$ cat src/rtl/pipe_ctrl_pkg.sv
// Shared encodings and defaults for the pipeline stall/flush controller.
// Package only: no logic, no latency, no flow control.
package pipe_ctrl_pkg;

  typedef enum logic {
    RUN      = 1'b0,
    MEM_WAIT = 1'b1
  } state_t;

  localparam int MEM_RD = 1;
  localparam int MEM_WR = 0;

  localparam int DEF_CNT_W       = 16;
  localparam int DEF_TIMEOUT_CYC = 255;

endpackage

$ cat src/rtl/pipe_loaduse_det.sv
// Load-use hazard comparator between the EX-stage load and the ID-stage sources.
// Purely combinational, zero latency, no flow control.
module pipe_loaduse_det (
  input  logic       i_mem_rd,
  input  logic [4:0] i_wn_ex,
  input  logic [4:0] i_rs_id,
  input  logic [4:0] i_rt_id,
  input  logic       i_use_rt,
  output logic       o_hazard
);

  logic w_rs_hit;
  logic w_rt_hit;

  assign w_rs_hit = (i_wn_ex == i_rs_id);
  assign w_rt_hit = i_use_rt & (i_wn_ex == i_rt_id);

  // r0 is hardwired zero, so a load targeting it never creates a dependency
  assign o_hazard = i_mem_rd & (i_wn_ex != 5'd0) & (w_rs_hit | w_rt_hit);

endmodule

$ cat src/rtl/pipe_stall_ctrl.sv
// Stall/flush sequencer: freeze on memory wait > branch flush > load-use stall; zero-latency controls.
// Optional macro PIPE_STALL_TIMEOUT_EN adds a MEM_WAIT timeout with a sticky MemErr flag.
module pipe_stall_ctrl
  import pipe_ctrl_pkg::*;
#(
  parameter int CNT_W       = DEF_CNT_W,
  parameter int TIMEOUT_CYC = DEF_TIMEOUT_CYC
) (
  input  logic             Clk,
  input  logic             Rst,
  input  logic [1:0]       MEM_EX,
  input  logic [4:0]       WN_EX,
  input  logic [4:0]       Rs_ID,
  input  logic [4:0]       Rt_ID,
  input  logic             UseRt_ID,
  input  logic [1:0]       MEM_MEM,
  input  logic             MemReady,
  input  logic             BranchTaken_EX,
  output logic             PCWrite,
  output logic             IFID_Write,
  output logic             IFID_Flush,
  output logic             IDEX_Write,
  output logic             IDEX_Flush,
  output logic             EXMEM_Write,
  output logic             MEMWB_Bubble,
  output logic             MemReq,
  output logic [CNT_W-1:0] StallCnt,
  output logic             MemErr
);

  state_t             r_state;
  logic [CNT_W-1:0]   r_stall_cnt;

  logic w_access;
  logic w_wait_req;
  logic w_timeout;
  logic w_freeze;
  logic w_hazard;
  logic w_branch;
  logic w_lu_stall;
  logic w_unused_mem_wr;

  assign w_unused_mem_wr = MEM_EX[MEM_WR];
  assign w_access        = MEM_MEM[MEM_RD] | MEM_MEM[MEM_WR];

  pipe_loaduse_det u_loaduse_det (
    .i_mem_rd (MEM_EX[MEM_RD]),
    .i_wn_ex  (WN_EX),
    .i_rs_id  (Rs_ID),
    .i_rt_id  (Rt_ID),
    .i_use_rt (UseRt_ID),
    .o_hazard (w_hazard)
  );

  assign w_wait_req = (r_state == RUN) ? (w_access & ~MemReady) : ~MemReady;

`ifdef PIPE_STALL_TIMEOUT_EN
  logic [7:0] r_wait_cnt;
  logic       r_mem_err;

  assign w_timeout = (r_state == MEM_WAIT) & ~MemReady &
                     ((r_wait_cnt + 8'd1) == 8'(TIMEOUT_CYC));

  always_ff @(posedge Clk or negedge Rst) begin
    if (!Rst) begin
      r_wait_cnt <= 8'd0;
      r_mem_err  <= 1'b0;
    end else begin
      r_wait_cnt <= (r_state == RUN) ? 8'd0 : r_wait_cnt + 8'd1;
      if (w_timeout) r_mem_err <= 1'b1;
    end
  end

  assign MemErr = r_mem_err;
`else
  assign w_timeout = 1'b0;
  assign MemErr    = 1'b0;
`endif

  // Gating with Rst makes every output take its reset value asynchronously
  assign w_freeze   = Rst & w_wait_req & ~w_timeout;
  assign w_branch   = Rst & ~w_freeze & BranchTaken_EX;
  assign w_lu_stall = Rst & ~w_freeze & ~BranchTaken_EX & w_hazard;

  assign PCWrite      = ~w_freeze & ~w_lu_stall;
  assign IFID_Write   = ~w_freeze & ~w_lu_stall;
  assign IFID_Flush   = w_branch;
  assign IDEX_Write   = ~w_freeze;
  assign IDEX_Flush   = w_branch | w_lu_stall;
  assign EXMEM_Write  = ~w_freeze;
  assign MEMWB_Bubble = w_freeze | (Rst & w_timeout);
  assign MemReq       = Rst & w_access;
  assign StallCnt     = r_stall_cnt;

  // Freeze in RUN enters MEM_WAIT; absence of freeze in MEM_WAIT leaves it
  always_ff @(posedge Clk or negedge Rst) begin
    if (!Rst) begin
      r_state     <= RUN;
      r_stall_cnt <= '0;
    end else begin
      r_state <= w_freeze ? MEM_WAIT : RUN;
      if ((w_freeze | w_lu_stall) && (r_stall_cnt != {CNT_W{1'b1}}))
        r_stall_cnt <= r_stall_cnt + 1'b1;
    end
  end

endmodule

$ cat config.mk
export PLATFORM = sky130hd
export DESIGN_NAME = pipe_stall_ctrl
export DESIGN_NICKNAME = d
export VERILOG_FILES = /design/src/rtl/pipe_ctrl_pkg.sv /design/src/rtl/pipe_loaduse_det.sv /design/src/rtl/pipe_stall_ctrl.sv
export SDC_FILE = /design/constraint.sdc
export NUM_CORES = 1
export LEC_CHECK = 0
export CORE_ASPECT_RATIO = 0.5
export CORE_UTILIZATION = 41
export DETAILED_ROUTE_END_ITERATION = 12
export PLACE_DENSITY = 0.79
export REMOVE_ABC_BUFFERS = 1
export SYNTH_ARGS = -nofsm -noshare
export SYNTH_HDL_FRONTEND = slang
export SYNTH_SLANG_ARGS = --single-unit
$ cat constraint.sdc
create_clock -name Clk -period 2 [get_ports Clk]
set_clock_uncertainty 0.1 [all_clocks]
set_input_delay 0.2 -clock Clk [delete_from_list [all_inputs] [get_ports Clk]]
set_output_delay 0.2 -clock Clk [all_outputs]
set_load 0.1 [all_outputs]
[Word level (Yosys, flattened, before mapping)]
Cells that the tools add are included.
Operators by class
  reductions and logical operators: 2
  mux-type cells: 2
  eq/ne operators: 3
  add/subtract/negate cells: 1
  bitwise operators: 19
Operator list (number)
  $add 16x1->16 const B: 1
  $ne 16x16->1 const B: 1
  $and 1x1->1: 11
  $eq 5x5->1: 2
  $reduce_bool 5->1: 1
  $not 1->1: 4
  $or 1x1->1: 4
  $mux 1: 2
  $logic_and 1x1->1: 1
Storage, ports and cells
  flip-flop bits (word level): 17
  word-level logic and storage cells: 29
  output and inout bits: 25
  input port bits: 24

[Longest topological paths before layout]
  word-level depth: 10
  depth in mapped cells: 7
  depth with buffers taken out: 7

[Cells and area by module]
A second synthesis with hierarchy kept.
Unflattened totals
  cells, all modules: 108
  area total of the unflattened synthesis: 1062.3 sq um
Modules (own cells, without submodules)
  pipe_stall_ctrl: times used 1, cells each 91, seq. area each 425.4 sq um, area each 929.6 sq um
  pipe_loaduse_det: times used 1, cells each 17, seq. area each 0.0 sq um, area each 132.6 sq um

[Worst setup path before layout]
OpenSTA, ideal clock, no wires.
  kind: register to register
  from: register r_stall_cnt[0] (netlist: StallCnt[0])
  to: register r_stall_cnt[1] (netlist: StallCnt[1])
  data required time: 1772 ps
  path buffers: 0
  cell stages (with the launch flop): 7
  arrival time: 2214 ps
  clock period less this slack: 2443 ps
  path slack: -443 ps
  setup time: 128 ps
  path through: dfrtp_1 ha_1 nand4_1 nor2_1 a221oi_2 nand2_4 mux2_1
Between the ends
  cells in the longest elaborated chain, start to end: 2
  elaborated cells between the ends (all ways): 3
  classes of those cells: add/sub (1); eq/ne (1); reduce/logical (1)
Ends and longest elaborated chain
  from (decl): RTL line pipe_stall_ctrl.sv:32  | logic [CNT_W-1:0] r_stall_cnt;
  from (signal assigned): RTL line pipe_stall_ctrl.sv:103  | r_stall_cnt <= r_stall_cnt + 1'b1;
  parallel branches: the longest is 2 deep, another holds $add 16x1->16
Parallel ways; which one is timed is not known.
A chain may end at the register's enable or synchronous reset.

[Worst setup path after layout]
  from: register r_stall_cnt[10] (netlist: StallCnt[10])
  to: register r_stall_cnt[11] (netlist: StallCnt[11])
The elaborated chain is that of the path after synthesis.

==> metrics.md <==
| Metric | Value |
|---|---|
| Hold Fails Final Rpt | 0 |
| Switching portion of total power | 0.511 |
| Synth Cell Area | ~1100 sq um |
| Finished Core Util | 0.804 |
| Power per cell area | 876 nW/um^2 |
| Switch Pwr | 0.000843 W |
| RSZ-0062 raised after global routing | false |
| Total wire length | between 3000 and 4000 um |
| Initial DRC count | 86 |
| Final setup viols | 0 |
| Max_cap viols | 0 |
| Vias in the first global route | around 1,100 |
| Clk slew on worst S/H paths | 0.06 ns |
| Filler cells | between 150 and 200 |
| Crit path launch | StallCnt[10] |
| GRT Resource Usage Total | 0.236 |
| Detailed-route vias per instance | 5.01 |
| Initial antenna violation count | 0 |
| WP data required | 2.04 ns |
| Synthesis-stage register bit count | 17 |
| Post-synth top area cell | dfrtp_1 |
| Final worst slack | 0.0558 ns |
| Root Buffer | clkbuf_8 |
| CTS Buf Count | 3 |
| CTS tree | done |
| Pint | ~0.0008 W |
| Die extent in y | 38.1 um |
| Top-area cell type share of the netlist area | 0.397 |
| Setup CP Type | reg2reg |
| HP Class | in2async |
| # port buffers | 46 |
| FF-to-FF Start | StallCnt[10] |
| Comb power frac | 0.563 |
| Pin count of the biggest net entering global routing | 27 |
| GR Overflow Total | 0 |
| Antenna cells | 0 |
| Routed len/inst | roughly 14 um |
| CORE AREA | 2340 sq um |
| Clk sinks | 17 |
| Std cell rows | 12 |
| Ratio of cells with drive above 1 in the final layout | 0.363 |
| Die W | 74.3 um |
| Peak VDD IR | between 1000 and 1500 uV |
| P&R area growth vs syn | 75.9% |
| Die area | 2830 sq um |
| Starting Density | 0.457 |
| CP Capture Type | flop |
| Pleak | 0.980 nW |
| Reg power frac | 0.284 |
| Ys Warns | 0 |
| Routed vias | ~1,100 |
| Distinct cells, synth | 31 |
| Fin crit share | 0.972 |
| Dpl hpwl | ~2200 um |
| Final nets | 205 |
| Routability cong. | 0.812 |
| CP arrival | roughly 2.0 ns |
| Worst setup SP type | flop |
| Seq/Total Area, Yosys | 0.397 |
| CTS max path bufs | 2 |
| Crit Path Max Fanout | 4 |
| Outcome | complete, no violations |
| Avg Cell Area, Syn | approximately 9.7 sq um |
| Final ANT Viol Nets | 0 |
| Clock Latency Late Sink | 0.25 ns |
| TritonRoute pass-1 iters | 5 |
| Crit path time final | between 1.5 and 2 ns |
| Pre-CTS setup slack | -0.199 ns |
| Cells after Synth | 110 |
| DRC viols | 0 |
| Hold Buf Count CTS | 0 |
| Total number of H-tree levels | 1 |
| IO Pins | 49 |
| Clock network fraction of design power | 0.154 |
| First-pass GRT wire length | around 5000 um |
| Overall power | 0.00165 W |
| Top cells by area, synth | dfrtp_1 (40%), xnor2_1 (15%), xor2_1 (4.9%) |
| Fmax | 0.514 GHz |
| Max-slew violations | 0 |
path summary, 6_finish.rpt:
path                           endpoint  slack (ns)  depth (start not counted)
max in group asynchronous   StallCnt[9]        1.33                          2
hold reg to reg            StallCnt[15]        0.41                          1
hold / removal              StallCnt[0]        0.25                          2
min in group Clk           StallCnt[15]        0.41                          1
setup / recovery           StallCnt[11]        0.06                          6
setup reg to reg           StallCnt[11]        0.06                          6
cell type report:
type | count | area (sq um) | area share
repair buffers | 69 | 708 | 0.376
multi-input cells | 85 | 646 | 0.343
flip-flops and latches | 17 | 425 | 0.226
well taps | 35 | 43.8 | 0.0232
clock buffers | 3 | 41.3 | 0.0219
inverters | 4 | 15.0 | 0.00797
clock inverters | 1 | 5.00 | 0.00266
sequential cells by signal, indices dropped and copies added, names as in the netlist:
signal / flops
r_state: 1
StallCnt: 16
stage by stage:
step,hold slack (ns),instance area (sq um),cells,TNS [ns]
finish,0.245,1880,214,0
global route,0.284,1880,214,0
CTS,0.254,1810,209,0
detailed placement,0.399,1730,204,-2.53
global placement,0.385,1730,204,-1.98
floorplan,-0.196,1040,106,-8.44
cell usage after synthesis (all sizes together):
library cell  instances
inv                   4
mux2                  1
a221oi                1
nand2                 8
dfrtp                17
buf                   3
and2b                 1
o221ai                1
nor2b                 1
conb                  1
clkbuf                1
xor2                  6
o21ai                 2
nor2                 11
or3                   1
or2                   2
nand3                 9
o22a                  1
or4                   1
mux2i                 1
ha                    1
o211a                 1
nor3                  3
nand4                 6
xnor2                18
and3                  6
nand4b                1
a211oi                1
routing by layer:
layer	up-vias	GRT usage	wire length, um
met4	0	0.0519	50
li1	514	-	-
met2	31	0.436	1580
met5	-	0	0
met1	522	0.287	1290
met3	6	0.0526	127
timing repair:
action,in CTS,in global routing
gates resized for setup,11,14
pin swaps,9,14
buffers inserted,1,5
endpoints found under the setup margin,3,9
power groups by stage:
| stage | combinational [W] | sequential, W | clock (W) |
|---|---|---|---|
| floorplan | 0.000204 | 0.000883 | 0 |
| global placement | 0.000881 | 0.000474 | 0 |
| detailed placement | 0.000895 | 0.000475 | 0 |
| CTS | 0.000906 | 0.000469 | 0.000257 |
| global route | 0.000970 | 0.000477 | 0.000279 |
| finish | 0.000929 | 0.000468 | 0.000254 |
critical path: stages (launching register included):
cell      delay [ns]
dfrtp_1         0.43
and3_1          0.23
and2b_2         0.26
a211oi_2        0.36
and3_1          0.21
nand3_1         0.10
xnor2_1         0.15
kinds of logic after synthesis:
family	share of synthesized area
AND/OR/NAND/NOR	0.258
XOR/XNOR	0.196
flip-flops	0.397
buffers and inverters	0.0385
AO/OA/AOI/OAI	0.0748
multiplexers	0.0199
adder cells (fa/ha/maj)	0.0117
other	0.00350
layout by cell type, fill, tap and decap left out, types with 4 or more instances in the layout:
cell	count
nand4_1	6
buf_4	37
clkdlybuf4s50_1	8
buf_12	9
nand2_1	6
inv_1	4
dfrtp_1	17
dlymetal6s2s_1	9
xor2_1	6
nand3_1	9
nor2_1	10
xnor2_1	16
and3_1	6
No activity file was read; power rests on OpenSTA's default activity.
